## src/rtl/mem_rr_arbiter.sv

```systemverilog
// Round-robin memory bus arbiter for the weight, feature-map and output BIUs, with
// in-order response routing via a tag FIFO. Optional macro: ARB_BEAT_LIMIT_EN (per-grant beat cap).
module mem_rr_arbiter #(
   parameter int N_REQ     = 3,
   parameter int AW        = 32,
   parameter int DW        = 32,
   parameter int OST_DEPTH = 8,
   parameter int MAX_BEATS = 16,
   localparam int IW       = (N_REQ > 1) ? $clog2(N_REQ) : 1
) (
   input  logic               clk,
   input  logic               rst_n,
   input  logic [N_REQ-1:0]    m_req,
   input  logic [N_REQ-1:0]    m_vld,
   input  logic [N_REQ*AW-1:0] m_addr,
   output logic [N_REQ-1:0]    m_rdy,
   output logic [AW-1:0]       s_addr,
   output logic [DW-1:0]       s_data,
   output logic [N_REQ-1:0]    s_vld,
   input  logic [N_REQ-1:0]    s_rdy,
   output logic [AW-1:0]       mem_req_addr,
   output logic                mem_req_vld,
   input  logic                mem_req_rdy,
   input  logic [AW-1:0]       mem_rsp_addr,
   input  logic [DW-1:0]       mem_rsp_data,
   input  logic                mem_rsp_vld,
   output logic                mem_rsp_rdy,
   output logic [IW-1:0]       gnt_id,
   output logic                gnt_act,
   output logic                rsp_err
);

   localparam int PW = $clog2(OST_DEPTH);

   if (N_REQ < 2 || N_REQ > 8 || OST_DEPTH < 2 || (OST_DEPTH & (OST_DEPTH - 1)) != 0 ||
       MAX_BEATS < 1) begin : g_bad_params
      $error("mem_rr_arbiter: illegal parameter set");
   end

   typedef enum logic {IDLE, GRANT} state_t;

   state_t          state;
   logic [IW-1:0]   rr_ptr;
   logic [IW-1:0]   sel;
   logic [IW-1:0]   cand;
   logic            found;
   logic [IW-1:0]   next_ptr;
   logic            release_grant;
   logic [AW-1:0]   addr_arr [N_REQ];

   logic [IW-1:0]   tag_mem [OST_DEPTH];
   logic [PW:0]     wr_ptr;
   logic [PW:0]     rd_ptr;
   logic            fifo_full;
   logic            fifo_empty;
   logic [IW-1:0]   head;
   logic            push;
   logic            pop;

   // First requester at or after rr_ptr, searching circularly.
   always_comb begin
      sel   = '0;
      cand  = '0;
      found = 1'b0;
      for (int k = 0; k < N_REQ; k++) begin
         cand = IW'((int'(rr_ptr) + k) % N_REQ);
         if (!found && m_req[cand]) begin
            sel   = cand;
            found = 1'b1;
         end
      end
   end

   always_comb begin
      for (int i = 0; i < N_REQ; i++) addr_arr[i] = m_addr[i*AW +: AW];
   end

   assign fifo_empty = (wr_ptr == rd_ptr);
   assign fifo_full  = (wr_ptr[PW] != rd_ptr[PW]) && (wr_ptr[PW-1:0] == rd_ptr[PW-1:0]);
   assign head       = tag_mem[rd_ptr[PW-1:0]];

   // Request path: owner's beats pass straight through, throttled only by tag space.
   assign mem_req_vld  = (state == GRANT) && m_vld[gnt_id] && !fifo_full;
   assign mem_req_addr = addr_arr[gnt_id];
   assign push         = mem_req_vld && mem_req_rdy;

   always_comb begin
      m_rdy = '0;
      if (state == GRANT && !fifo_full) m_rdy[gnt_id] = mem_req_rdy;
   end

   assign s_addr      = mem_rsp_addr;
   assign s_data      = mem_rsp_data;
   assign mem_rsp_rdy = !fifo_empty && s_rdy[head];
   assign pop         = mem_rsp_vld && mem_rsp_rdy;

   always_comb begin
      s_vld = '0;
      if (!fifo_empty) s_vld[head] = mem_rsp_vld;
   end

   assign next_ptr = (gnt_id == IW'(N_REQ - 1)) ? '0 : gnt_id + IW'(1);

`ifdef ARB_BEAT_LIMIT_EN
   localparam int BW = $clog2(MAX_BEATS + 1);
   logic [BW-1:0] beat_cnt;
   // The beat that reaches the cap also ends the grant, so the next cycle is IDLE.
   assign release_grant = !m_req[gnt_id] || (push && beat_cnt == BW'(MAX_BEATS - 1));
`else
   assign release_grant = !m_req[gnt_id];
`endif

   always_ff @(posedge clk or negedge rst_n) begin
      if (!rst_n) begin
         state   <= IDLE;
         gnt_id  <= '0;
         gnt_act <= 1'b0;
         rr_ptr  <= '0;
`ifdef ARB_BEAT_LIMIT_EN
         beat_cnt <= '0;
`endif
      end else begin
         case (state)
            IDLE: begin
               if (|m_req) begin
                  gnt_id  <= sel;
                  gnt_act <= 1'b1;
                  state   <= GRANT;
               end
            end
            GRANT: begin
               if (release_grant) begin
                  gnt_act <= 1'b0;
                  rr_ptr  <= next_ptr;
                  state   <= IDLE;
`ifdef ARB_BEAT_LIMIT_EN
                  beat_cnt <= '0;
               end else if (push) begin
                  beat_cnt <= beat_cnt + BW'(1);
`endif
               end
            end
            default: state <= IDLE;
         endcase
      end
   end

   always_ff @(posedge clk or negedge rst_n) begin
      if (!rst_n) begin
         wr_ptr <= '0;
         rd_ptr <= '0;
      end else begin
         if (push) wr_ptr <= wr_ptr + (PW+1)'(1);
         if (pop)  rd_ptr <= rd_ptr + (PW+1)'(1);
      end
   end

   always_ff @(posedge clk) begin
      if (push) tag_mem[wr_ptr[PW-1:0]] <= gnt_id;
   end

   // A response with no outstanding tag can never be routed; flag it until reset.
   always_ff @(posedge clk or negedge rst_n) begin
      if (!rst_n)                          rsp_err <= 1'b0;
      else if (mem_rsp_vld && fifo_empty)  rsp_err <= 1'b1;
   end

endmodule

```

## config.mk

```make
export PLATFORM = sky130hd
export DESIGN_NAME = mem_rr_arbiter
export DESIGN_NICKNAME = d
export VERILOG_FILES = /design/src/rtl/mem_rr_arbiter.sv
export SDC_FILE = /design/constraint.sdc
export NUM_CORES = 1
export LEC_CHECK = 0
export ABC_AREA = 1
export CAP_MARGIN = 20
export CORE_AREA = 5 5 105 107
export DETAILED_ROUTE_END_ITERATION = 10
export DIE_AREA = 0 0 110 112
export PLACE_DENSITY = 0.85
export SLEW_MARGIN = 25
export SYNTH_ARGS = -nofsm -noshare
export SYNTH_HDL_FRONTEND = slang
export SYNTH_SLANG_ARGS = --single-unit
```

## constraint.sdc

```tcl
create_clock -name clk -period 3.29 [get_ports clk]
set_input_delay 0.658 -clock clk [delete_from_list [all_inputs] [get_ports clk]]
set_output_delay 0.658 -clock clk [all_outputs]
set_load 0.005 [all_outputs]
```

Word level (Yosys, flattened, before mapping)
Memory sizes are Yosys's and may differ from the RTL's.
Index checks and enable logic that the tools add are counted.
{ "word_totals": {"regBits": 15, "latch_bits": 0, "mem_bits_rw": 16, "rom_bits": 0, "input_bits": 173, "output_inout_bits": 108, "wordCells": 90, "mem_count": 1} }
{ "memory_table": {"columns": ["name", "words", "word_bits", "rd", "rd_ports_with_merged_regs", "write_ports", "line", "source"], "rows": [
  ["tag_mem", 8, 2, 1, 0, 1, "51", "logic [IW-1:0] tag_mem [OST_DEPTH];"]
]} }
{ "op_classes": {"add_sub_neg": 5, "n_mul": 0, "n_div": 3, "order_cmp": 8, "n_eq_ne": 6, "n_shift": 0, "n_mux": 35, "bitwise_logic": 5, "n_reduce_logical": 20} }
{ "ops": {"columns": ["op", "n"], "rows": [
  ["32-bit binary-select mux with 2-bit select", 1],
  ["32-bit by 3-bit modulo with 32-bit output (second input constant)", 2],
  ["32-bit 2-to-1 mux", 2],
  ["3-bit by 3-bit modulo with 32-bit output (second input constant)", 1],
  ["1-bit 2-to-1 mux", 16],
  ["2-bit by 3-bit less-than comparator with 1-bit output (second input constant)", 5],
  ["1-bit binary-select mux with 2-bit select", 6],
  ["1-bit logical AND", 12],
  ["4-bit by 1-bit adder with 4-bit output (second input constant)", 2],
  ["2-bit 2-to-1 mux", 4],
  ["3-bit AND", 2],
  ["3-bit 2-to-1 mux", 2],
  ["2-bit AND reduction", 3],
  ["1-bit demux with 2-bit select", 2],
  ["4-bit == test", 1],
  ["2-bit by 1-bit >= comparator with 1-bit output (second input constant)", 2],
  ["1-bit zero test", 4],
  ["2-bit != test (second input constant)", 2],
  ["1-bit case mux with 2 select lines", 2],
  ["2-bit by 1-bit adder with 3-bit output (second input constant)", 1],
  ["2-bit by 2-bit adder with 3-bit output (second input constant)", 1],
  ["3-bit == test", 1],
  ["3-bit >= comparator (second input constant)", 1],
  ["2-bit NOT with 3-bit output", 1],
  ["5 further kinds", 6]
]} }

Longest topological paths before layout
Gate-level depths: netlist of the first run.
{ "depth": {"word_depth": 10, "ltp_mapped": 11, "depth_no_buf": 11} }

Worst setup path after synthesis of the first run
Ideal clock, no wire load.
{ "synth_path": {"path_kind": "register to output", "start": "reg rd_ptr[1]", "end": "out s_vld[0]", "t_arrival_ps": 1277, "required_ps": 2632, "path_slack_ps": 1355, "stages_incl_launch_ff": 8, "n_path_buf": 1, "cell_sequence": "dfrtp_1 -> buf_4 -> xnor2_1 -> nand2_1 -> nor3_1 -> nor2_1 -> inv_1 -> nor3_1"} }
{ "synth_via": {"elab_chain_len": 7, "elab_cells_between_ends": 9, "classes_between": "order compare (2); eq/ne (1); mux (3); bitwise (1); reduce/logical (1); memory (1)"} }
{ "synth_lines": {"columns": ["element", "line", "source"], "rows": [
  ["start, declared", "53", "logic [PW:0] rd_ptr;"],
  ["start signal, assigned", "154", "if (pop) rd_ptr <= rd_ptr + (PW+1)'(1);"],
  ["memory 8 x 2 bit", null, null],
  ["2-bit by 3-bit less-than comparator with 1-bit output (implied by the code) or 2-bit by 1-bit >= comparator with 1-bit output (tied branches)", "99", "if (!fifo_empty) s_vld[head] = mem_rsp_vld;"],
  ["1-bit logical AND (implied by the code)", "99", null],
  ["1-bit 2-to-1 mux (implied by the code)", "99", null],
  ["1-bit demux with 2-bit select", "99", null],
  ["3-bit AND (no source line)", null, null],
  ["3-bit 2-to-1 mux (*)", "99", null],
  ["end, declared", "19", "output logic [N_REQ-1:0] s_vld,"]
]} }
Mark *: on every way between the ends. The rest lies on a longest branch, timed or not.

Worst setup path in the final report of the first run
{ "layout_path": {"start": "reg gnt_id[1]", "end": "out mem_req_addr[24]"} }
{ "layout_via": {"elab_chain_len": 4} }
{ "layout_lines": {"columns": ["element", "line", "source"], "rows": [
  ["start, declared", "28", "output logic [IW-1:0] gnt_id,"],
  ["start signal, assigned", "126", "gnt_id <= sel;"],
  ["2-bit NOT with 3-bit output (implied by the code)", "84", "assign mem_req_addr = addr_arr[gnt_id];"],
  ["32-bit binary-select mux with 2-bit select", "84", null],
  ["32-bit 2-to-1 mux (implied by the code) (2 in a row)", "84", null],
  ["end, declared", "21", "output logic [AW-1:0] mem_req_addr,"]
]} }
No other way between the ends. The select of a mux whose other input is x is not followed.

==> results of run 1 <==
state kept, by name, summed over array words and instances, names as in the netlist:
name     count
rd_ptr       4
state        1
gnt_id       2
tag_mem     16
rr_ptr       2
wr_ptr       4
gnt_act      1
rsp_err      1
worst max-delay path by stage:
| stage | end | cells after the start |
|---|---|---|
| after global routing | mem_rsp_rdy | 9 |
| after floorplan | s_vld[0] | 7 |
| after CTS | mem_req_vld | 5 |
| after global placement | m_rdy[2] | 4 |
| final | mem_req_addr[24] | 6 |
| after detailed placement | s_vld[0] | 6 |
layout make-up:
cell class	instances	area [µm²]	share of cell area [%]
Clock buffer	7	76.3	1.85
Clock inverter	1	5.00	0.121
Inverter	37	139	3.36
Multi-Input combinational cell	287	1320	31.8
Sequential cell	31	856	20.7
Tap cell	136	170	4.11
Timing Repair Buffer	159	1570	38.1
metal layers:
layer  part of all wire (%)  vias up  wire length, µm
li1                       -     1474                -
met1                     34     1311             3760
met2                     49      180             5310
met3                     15       17             1670
met4                    1.6        0              170
met5                      0        -                0
tightest hold or removal path, cell delays in order (launching register included):
cell and delay [ps]:
dfrtp_1 350, nand2_1 60, nand2_1 50
Yosys cell counts, drive strengths merged, types with 2 or more instances:
cell type / number
a31oi: 2
buf: 68
clkbuf: 9
dfrtp: 15
edfxtp: 16
ha: 5
inv: 37
nand2: 169
nand3: 61
nor2: 19
nor3: 4
o21ai: 13
o22ai: 2
or2: 2
xnor2: 3
xor2: 3
cell families (layout without fill, tap and decap cells):
group	count (synthesis)	after routing	synth area share, %
and+or+nand+nor	256	256	38.3
xor gates and xnor gates	6	6	1.85
AOI/OAI and AO/OA	20	20	3.87
adders and majority gates	5	5	2.20
DFF	31	31	30.1
buffers and inverters	114	204	23.8
stage by stage:
step	utilization (%)	setup WS (ps)	total power, mW
after global placement	40.4	563	2.82
after CTS	41.2	258	3.18
final	41.2	289	3.13
after global routing	41.2	53.5	3.42
after floorplan	-	1350	1.83
after detailed placement	40.4	552	2.89
power by group through the flow:
stage,logic [mW],clock network [mW],registers [mW]
global route,2.40,0.305,0.717
finish,2.17,0.273,0.695
global placement,2.13,0,0.691
floorplan,1.20,0,0.631
detailed placement,2.18,0,0.703
CTS,2.19,0.287,0.696
==> metrics.yaml, run 1 <==
final_cell_mix: "nand2_1, clkdlybuf4s50_1, nand3_1, inv_1, edfxtp_1"
drt_iter0_drc: 131
drcViolationCount: 0
yosysTopAreaCell: "nand2_1"
final_cells: 658
synth-edff-count: 16
setup_viol: 0
hold_class: "reg2reg"
initial_utilization_pct: 28.3
cts_made_buffers: 5
final_layout_size_suffix_gt1_share_pct: 5.56
p_clk_share_pct: 8.7
diodes: 0
netlist_instances: 432
cts_buffer_depth: 2
use_met1_pct: 17.1
rsz0062_at_grt: "no"
grt.overflow.total: 0
use_met2_pct: 29.8
top_usage_layer: "met2"
worst_clock_skew_ps: 7.86
hold_violations: 0
grt_pass1_vias: 3066
layout.cells.most_common: "nand2_1"
drt_wl_total_mm: 10.9
sw_frac_of_total_pct: 44.2
clock_latency_ps: 280
synth_cell_type_count: 28
vdd_ir_drop_max_uv: 351
power.leakage_nw: 1.83
tns_ps: 0
whs_endpoint: "gnt_act"
cp-start-kind: "register"
end_kind: "output port"
syn_area_um2: 2850
hpwl_mm: 9.55
io_buffer_count: 152
r2r_cells: 7
seqPwrFrac_pct: 22.2
track_usage_pct: 17.3
holdPathStages: 2
fmax_mhz: 333
ctsHoldBuffers: 0
synth_area_leaders: "nand2_1, buf_4, edfxtp_1"
path_cells: "nand2_1 -> inv_2 -> buf_4 -> nand2_1 -> nand3_1 -> clkdlybuf4s50_1"
yosysSeqAreaShare_pct: 30.1
crit_family: "buffers and inverters"
max_slew_margin_pct: 52.0
drv_slew: 0
antenna_found_initial: 0
ios: 281
slowest_delay_ps: 600
grt_pass1_wl_mm: 16.2
worst_slew_pin_slew_ps: 717
clkTransAtPathRegs_ps: 60
synth-seq-cells: 31
core-area_um2: 10000
crit_fanout: 24
areaGrowthSynthToFinish_pct: 45.2
cts-root-buf: "clkbuf_8"
die_area_um2: 12300
use_met3_pct: 10.1
netlist.area_leader.share_pct: 21.9
synth_async_sr_flop_share_pct: 48.4
status: "finished, final reports clean"
num-nets-final: 699
final_area_um2: 4140
r2r_end: "tag_mem[4][1]"
post_cts_buffers: 0
cp-startpoint: "gnt_id[1]"
drtPass1Iterations: 4
fin_crit_sh_pct: 91.2
synth_fp_nets: 610
cp.required_ps: 2630
avgSynthCellArea_um2: 6.59
power_switching_mw: 1.38
cts-htree-levels: 2
fp.dieW_um: 110
fin_worst_hold_slack_ps: 484
cts_tree: "built"
place_inst: 650
wl_per_cell_um: 16.6
ctsResizeCount: 0
rrSetupSlack_ps: 1010
die_h_um: 112
place_area_um2: 4050
cpMostUsedCell: "nand2_1"
synth-main-ff-cell: "edfxtp_1"
period_needed_ps: 3000
gp_congestion: 1.00
fillCellCount: 1028
avgViaCountPerCell: 4.53
arrival_ps: 2340
drtAntennaViolNets: 0
critPathKind: "reg2out"
timing.rr.start: "gnt_id[1]"
combPwrFrac_pct: 69.1
yosysWarnings: 0
power.internal_mw: 1.75
cap_violations: 0
grt_max_degree: 25
via_count: 2982
path_buf_inv: 3
powerDensity_nw_per_um2: 758
cts.sinks: 31
cpMaxStageDelayCell: "dfrtp_1"
hold_path.startpoint: "gnt_act"
rows: 37
Note: power is estimated with default switching activity, not from simulation.
==> inputs of run 2 (changes only) <==
--- a/config.mk
+++ b/config.mk
@@ -15,3 +15,4 @@
 export SYNTH_ARGS = -nofsm -noshare
 export SYNTH_HDL_FRONTEND = slang
 export SYNTH_SLANG_ARGS = --single-unit
+export TNS_END_PERCENT = 100
==> results of run 2 <==
Final layout, timing and power as in run 1 (identical DEF).
